`src/rtl/approx_mult_error_monitor.sv`:
```
// rtl/approx_mult_error_monitor.sv - on-chip error statistics for approximate 16x16 multipliers
// Optional feature macro: AEM_BIAS_EN (signed bias accumulator driving sum_bias).
module approx_mult_error_monitor #(
  parameter int W     = 16,
  parameter int CNT_W = 16,
  parameter int ACC_W = 48
) (
  input  logic               clk,
  input  logic               rst_n,
  input  logic               in_valid,
  output logic               in_ready,
  input  logic [W-1:0]       in_a,
  input  logic [W-1:0]       in_b,
  input  logic [2*W-1:0]     in_p,
  input  logic               clear,
  output logic               busy,
  output logic [CNT_W-1:0]   sample_count,
  output logic [CNT_W-1:0]   err_count,
  output logic [2*W-1:0]     max_err,
  output logic [ACC_W-1:0]   sum_err,
  output logic [ACC_W-1:0]   sum_bias
);

  localparam int HALF = W / 2;
  localparam int IT_W = (HALF > 1) ? $clog2(HALF) : 1;

  typedef enum logic [1:0] {S_IDLE, S_MUL, S_CMP} state_t;

  state_t            state, state_nxt;
  logic [W-1:0]      b_r;
  logic [2*W-1:0]    a_sh;
  logic [2*W-1:0]    p_r;
  logic [2*W-1:0]    acc;
  logic [IT_W-1:0]   iter;
  logic [2*W-1:0]    addend;
  logic [2*W-1:0]    err_mag;
  logic [ACC_W:0]    sum_ext;
  logic              last_iter;
  logic              accept;

  assign last_iter = (iter == IT_W'(HALF - 1));
  assign accept    = (state == S_IDLE) && in_valid && !clear;

  // State register
  always_ff @(posedge clk or negedge rst_n) begin
    if (!rst_n) state <= S_IDLE;
    else        state <= state_nxt;
  end

  // Next-state logic; clear aborts anything in flight
  always_comb begin
    state_nxt = state;
    if (clear) begin
      state_nxt = S_IDLE;
    end else begin
      case (state)
        S_IDLE:  if (in_valid) state_nxt = S_MUL;
        S_MUL:   if (last_iter) state_nxt = S_CMP;
        S_CMP:   state_nxt = S_IDLE;
        default: state_nxt = S_IDLE;
      endcase
    end
  end

  // Handshake outputs depend on state only
  always_comb begin
    in_ready = (state == S_IDLE);
    busy     = (state != S_IDLE);
  end

  // Radix-4 partial product: a_sh already carries the 2i shift, 3A built as A + 2A
  always_comb begin
    case (b_r[1:0])
      2'd0:    addend = '0;
      2'd1:    addend = a_sh;
      2'd2:    addend = a_sh << 1;
      default: addend = a_sh + (a_sh << 1);
    endcase
  end

  // Error magnitude and widened sum for saturation detection
  always_comb begin
    err_mag = (acc >= p_r) ? (acc - p_r) : (p_r - acc);
    sum_ext = {1'b0, sum_err} + (ACC_W + 1)'(err_mag);
  end

  // Operand capture and iterative shift-add datapath
  always_ff @(posedge clk or negedge rst_n) begin
    if (!rst_n) begin
      a_sh <= '0;
      b_r  <= '0;
      p_r  <= '0;
      acc  <= '0;
      iter <= '0;
    end else if (accept) begin
      a_sh <= (2 * W)'(in_a);
      b_r  <= in_b;
      p_r  <= in_p;
      acc  <= '0;
      iter <= '0;
    end else if (state == S_MUL) begin
      acc  <= acc + addend;
      a_sh <= a_sh << 2;
      b_r  <= b_r >> 2;
      iter <= iter + IT_W'(1);
    end
  end

  // Statistics update in CMP; clear wins over a coincident update
  always_ff @(posedge clk or negedge rst_n) begin
    if (!rst_n) begin
      sample_count <= '0;
      err_count    <= '0;
      max_err      <= '0;
      sum_err      <= '0;
    end else if (clear) begin
      sample_count <= '0;
      err_count    <= '0;
      max_err      <= '0;
      sum_err      <= '0;
    end else if (state == S_CMP) begin
      if (sample_count != '1)
        sample_count <= sample_count + CNT_W'(1);
      if ((err_mag != '0) && (err_count != '1))
        err_count <= err_count + CNT_W'(1);
      if (err_mag > max_err)
        max_err <= err_mag;
      sum_err <= sum_ext[ACC_W] ? '1 : sum_ext[ACC_W-1:0];
    end
  end

`ifdef AEM_BIAS_EN
  logic signed [2*W:0]     bias_diff;
  logic signed [ACC_W+1:0] bias_diff_ext;
  logic signed [ACC_W+1:0] bias_cur_ext;
  logic signed [ACC_W+1:0] bias_sum;
  logic                    bias_ovf;
  logic [ACC_W-1:0]        bias_r;

  // Signed (P - exact) added with two guard bits, then clamped to the ACC_W signed range
  always_comb begin
    bias_diff     = $signed({1'b0, p_r}) - $signed({1'b0, acc});
    bias_diff_ext = bias_diff;
    bias_cur_ext  = $signed(bias_r);
    bias_sum      = bias_cur_ext + bias_diff_ext;
    bias_ovf      = !((bias_sum[ACC_W+1:ACC_W-1] == 3'b000) ||
                      (bias_sum[ACC_W+1:ACC_W-1] == 3'b111));
  end

  // Bias accumulator
  always_ff @(posedge clk or negedge rst_n) begin
    if (!rst_n) begin
      bias_r <= '0;
    end else if (clear) begin
      bias_r <= '0;
    end else if (state == S_CMP) begin
      if (bias_ovf)
        bias_r <= bias_sum[ACC_W+1] ? {1'b1, {(ACC_W-1){1'b0}}} : {1'b0, {(ACC_W-1){1'b1}}};
      else
        bias_r <= bias_sum[ACC_W-1:0];
    end
  end

  assign sum_bias = bias_r;
`else
  assign sum_bias = '0;
`endif

endmodule
```
`config.mk`:
```
export PLATFORM = sky130hd
export DESIGN_NAME = approx_mult_error_monitor
export DESIGN_NICKNAME = d
export VERILOG_FILES = /design/src/rtl/approx_mult_error_monitor.sv
export SDC_FILE = /design/constraint.sdc
export NUM_CORES = 1
export LEC_CHECK = 0
export CAP_MARGIN = 5
export CORE_MARGIN = 3
export CORE_UTILIZATION = 40
export CTS_BUF_LIST = sky130_fd_sc_hd__clkbuf_8
export DETAILED_ROUTE_END_ITERATION = 12
export PLACE_DENSITY_LB_ADDON = 0.3
export SLEW_MARGIN = 0
export SYNTH_ARGS = -nofsm -noshare
export SYNTH_HDL_FRONTEND = slang
export SYNTH_SLANG_ARGS = --single-unit
```
`constraint.sdc`:
```
create_clock -name clk -period 7.9 [get_ports clk]
set_clock_uncertainty 0.1 [all_clocks]
set_input_delay 0.79 -clock clk [delete_from_list [all_inputs] [get_ports clk]]
set_output_delay 0.79 -clock clk [all_outputs]
set_load 0.01 [all_outputs]
```
# [Word-level counts from Yosys, hierarchy flattened]
# Index checks and enable logic that the tools add are counted.
[classes] addsub=8 order_cmp=2 eq_ne=9 muxes=26 reduce_logical=17
[op_table] operator="$mux 32" count=8
[op_table] operator="$mux 48" count=3
[op_table] operator="$mux 16" count=8
[op_table] operator="$pmux 32 s3" count=1
[op_table] operator="$add 32x32->32" count=2
[op_table] operator="$sub 32x32->32" count=2
[op_table] operator="$add 48x32->49" count=1
[op_table] operator="$add 16x1->16 const B" count=2
[op_table] operator="$ge 32x32->1" count=1
[op_table] operator="$gt 32x32->1" count=1
[op_table] operator="$ne 16x16->1 const B" count=2
[op_table] operator="$reduce_bool 32->1" count=1
[op_table] operator="$reduce_bool 2->1" count=6
[op_table] operator="$reduce_and 2->1" count=4
[op_table] operator="$mux 2" count=3
[op_table] operator="$mux 3" count=2
[op_table] operator="$eq 2x1->1 const B" count=2
[op_table] operator="$eq 2x2->1 const B" count=2
[op_table] operator="$logic_not 2->1" count=2
[op_table] operator="$pmux 2 s2" count=1
[op_table] operator="$add 3x1->3 const B" count=1
[op_table] operator="$eq 3x3->1 const B" count=1
[op_table] operator="$logic_and 1x1->1" count=3
[op_table] operator="$ne 3x2->1 const B" count=1
[op_table] operator="2 further kinds" count=2
[totals] ff_bits=229 in_bits=68 elab_cells=72

# [Depth between registers and ports, before layout]
[depth] depth_word=7 depth_mapped=29 depth_no_buf=25

# [Worst setup path after synthesis]
# Ideal clock, no wire load.
[synth_timing] path_type="flip-flop to flip-flop" start="reg acc[9]" end="reg sum_err[10]" setup_time_ps=99 arrival_ps=5711 path_slack_ps=1989 stages_incl_launch_ff=27 path_buffers=6 period_less_slack_ps=5911 cell_sequence="dfrtp_1 -> ha_1 -> clkbuf_1 -> a21oi_1 -> o22ai_1 -> o21ai_1 -> a31oi_4 -> nor2_2 -> buf_2 -> clkbuf_1 -> clkbuf_1 -> mux2i_1 -> xnor2_1 -> ha_1 -> nor2b_1 -> o21ai_0 -> a21oi_1 -> o21ai_0 -> a21o_1 -> o21ai_0 -> a31o_2 -> a211oi_1 -> nor3_1 -> nand3_1 -> clkbuf_1 -> buf_1 -> a311oi_1"
[synth_via] elab_chain_len=6 elab_cells_between_ends=8 classes_between="3 x add/sub; 1 x order compare; 4 x mux"
[synth_lines] element="from (decl)" line="33" source="logic [2*W-1:0] acc;"
[synth_lines] element="from (signal assigned)" line="102" source="acc <= acc + addend;"
[synth_lines] element="$sub 32x32->32 / $ge 32x32->1 (equally long branches)" line="83" source="err_mag = (acc >= p_r) ? (acc - p_r) : (p_r - acc);"
[synth_lines] element="$mux 32 *" line="83"
[synth_lines] element="$add 48x32->49 *" line="84" source="sum_ext = {1'b0, sum_err} + (ACC_W + 1)'(err_mag);"
[synth_lines] element="$mux 48 *" line="128" source="sum_err <= sum_ext[ACC_W] ? '1 : sum_ext[ACC_W-1:0];"
[synth_lines] element="$mux 48 *" line="121" source="end else if (state == S_CMP) begin"
[synth_lines] element="$mux 48 *" line="116" source="end else if (clear) begin"
[synth_lines] element="to (signal assigned)" line="128"
[synth_lines] element="to (decl)" line="20" source="output logic [ACC_W-1:0] sum_err,"
# Mark *: on every way between the ends. The rest lies on a longest branch, timed or not. The select of a mux whose other input is x is not followed.
# A chain may end at the register's enable or synchronous reset.

# [Final worst setup path]
[layout_timing] start="reg acc[10]" end="reg sum_err[1]"
# Same word-level chain as after synthesis.

==> metrics.yaml <==
placement:
  place_area_mm2: 0.0215
  port_buffers: 181
  place_congestion: 0.913
  dpl.hpwl_um: 41700
  place_inst: 3030
  dp_worst_setup_slack_ps: 962
power_and_ir_drop:
  p_int_mw: 4.39
  p_sw_frac: 0.487
  p_switching_mw: 4.17
  p_seq_frac: 0.181
  power_mw: 8.56
  ir_worst_vdd_uv: 172
  combPwrFrac: 0.665
  p_leak_nw: 10.2
  power_density_mw_per_mm2: 381
  pwr-share-clk: 0.154
floorplanning:
  die_w_um: 226
  initial_utilization: 0.410
  ios: 230
  rows: 79
  fp.dieH_um: 226
  dieArea_mm2: 0.0510
  core_mm2: 0.0471
sta:
  finalHoldViolations: 0
  finalCritPeriodShare: 0.891
  period_needed_ps: 7040
  slew_headroom: 0.226
  rsz0062_at_grt: "false"
  tns_ps: 0
  worst_slack_ps: 857
  finalHoldWorstSlack_ps: 81.3
  drv_slew: 0
  worst_pin_slew_ps: 1150
  setup_viol: 0
  max_freq_mhz: 142
finish:
  stdcell_count: 3112
  nNetsFinal: 2739
  syn2layout_area_growth_pct: 16.3
  final_util: 0.477
  finalInstanceArea_mm2: 0.0225
  drive_above_1_share: 0.0611
  diodes: 0
routing:
  dr.pass1.iters: 7
  vias: 17566
  avgViaCountPerCell: 5.64
  avgRoutedWirePerCell_um: 17.7
  drt_wl_total_um: 55100
  ant_nets: 0
  drtIter0Drc: 1127
  drc: 0
global_route:
  first_global_vias: 17127
  grt_usage: 0.211
  grt-ovfl-total: 0
  grt_max_degree: 137
  antenna_found_initial: 0
  grt_pass1_wl_um: 88700
worst_setup_path:
  critPathSlowestCell: "nor3_1"
  crit_chain: "ha_1, nand2_2, or4_1, o21bai_4, a31oi_4, or2_1, nand2_1, nand2_1, inv_1, fa_1, nor2b_1, o21ai_0, a21oi_1, o21ai_0, a21o_1, o21ai_0, a31o_2, a211oi_1, nor3_1, nand3_1, buf_4, a311oi_1"
  endpoint_kind: "flop"
  worst_setup_path_start_kind: "flop"
  worst_path_most_repeated_cell: "o21ai_0"
  setup.worst_path.class: "reg -> reg"
  cp_max_fo: 21
  worst_path_largest_cell_delay_ps: 580
  arrival_ps: 7450
  required_ps: 8300
synthesis:
  syn_avg_cell_area_um2: 8.28
  ys_ff_latch: 229
  synth_warnings: 0
  seq_area_frac_synth: 0.296
  synth.distinct_cells: 78
  async_flop_share: 1.00
  syn_inst: 2333
  synthFlopType: "dfrtp_1"
  synth_area_mm2: 0.0193
  synth-edff-count: 0
clock_tree:
  htreeDepth: 2
  post_cts_resized: 0
  insertion_delay_ps: 610
  cts_buffer_depth: 3
  postCtsSetupBuffers: 0
  cts-root-buf: "clkbuf_8"
  numCtsBuffers: 45
  clock-sinks: 229
  clkTransAtPathRegs_ps: 60
  ctsHoldBuffers: 0
  cts_tree: "yes"
run:
  maxCapViolCount: 0
min_path:
  hold_class: "in -> async"
status:
  status: "completed"
## critical path, delay by kind of cell (launching register included)
kind | cells | cell delay (ps)
flops | 1 | 420
fa+ha+maj | 2 | 990
simple gates | 8 | 2520
compound gates | 10 | 2460
buf+inv | 2 | 440
## sequential cells by signal (all words and copies together), names as in the netlist
signal and cells:
sum_err 48, a_sh 32, acc 32, max_err 32
p_r 32, b_r 16, err_count 16, sample_count 16
iter 3, state 2
## cell usage after synthesis, types with 28 or more instances
library cell,instances,area [µm²]
a211oi_1,50,375
a21o_1,69,518
a21oi_1,146,731
a22o_1,28,245
a22oi_1,31,233
buf_4,50,375
clkbuf_1,83,312
dfrtp_1,229,5730
ha_1,195,2440
inv_1,135,507
nand2_1,281,1050
nand3_1,42,210
nand4_1,28,175
nor2_1,181,679
nor3_1,48,240
o21ai_0,158,791
xnor2_1,78,683
xor2_1,57,499
## power by group through the flow
stage                     logic [mW]  clock network [mW]  registers [mW]
after CTS                       5.67                1.35            1.55
after global placement          5.52                   0            1.55
final                           5.69                1.32            1.55
after global routing            6.37                1.40            1.58
after floorplan                 4.31                   0            1.50
after detailed placement        5.63                   0            1.57
## kinds of logic (layout without fill, tap and decap cells)
| group | after synthesis | after routing | share of synthesized area |
|---|---|---|---|
| other | 1 | 48 | 0.000194 |
| and+or+nand+nor | 730 | 730 | 0.175 |
| muxes | 61 | 61 | 0.0350 |
| xor gates and xnor gates | 135 | 135 | 0.0612 |
| DFF | 229 | 229 | 0.296 |
| adders and majority gates | 200 | 200 | 0.131 |
| AOI/OAI and AO/OA | 685 | 685 | 0.234 |
| buffers and inverters | 292 | 417 | 0.0675 |
## cell type report
class	instances	area (µm²)
fillers	4596	24700
multi-input cells	1859	12500
flip-flops and latches	229	5730
repair buffers	201	1980
well taps	607	759
clock buffers	55	757
inverters	135	507
clock inverters	26	234
## path summary, 6_finish.rpt
path	cells after the start	slack, ps	start	end
min reg2reg	2	380	b_r[4]	b_r[4]
max in group asynchronous	2	6430	rst_n	p_r[25]
min	1	80	rst_n	sample_count[4]
max	22	860	acc[10]	sum_err[1]
max reg2reg	22	860	acc[10]	sum_err[1]
min in group clk	2	380	b_r[4]	b_r[4]
## cell usage in the layout, fill, tap and decap left out, types with 14 or more instances in the layout
master             n
nand2_1          281
dfrtp_1          229
ha_1             195
nor2_1           180
clkdlybuf4s50_1  179
o21ai_0          158
a21oi_1          146
inv_1            144
xnor2_1           78
a21o_1            69
xor2_1            57
clkbuf_8          55
a211oi_1          50
nor3_1            48
conb_1            48
nand3_1           42
a22oi_1           31
a22o_1            28
nand4_1           28
o21a_1            27
mux2i_1           27
a311oi_1          26
nor2b_1           25
mux2_2            23
o21bai_1          21
nand2b_1          20
buf_4             20
a31oi_1           17
o22ai_1           17
o31ai_1           16
and3_1            16
and2_1            15
nor4_1            14
## metal layers
| metal | wire length [µm] | track usage | share of wire |
|---|---|---|---|
| met5 | 0 | 0 | 0 |
| met4 | 1310 | 0.0636 | 0.024 |
| met3 | 2910 | 0.0269 | 0.053 |
| met2 | 25900 | 0.353 | 0.47 |
| met1 | 25000 | 0.287 | 0.45 |
Note: power is estimated with default switching activity, not from simulation.
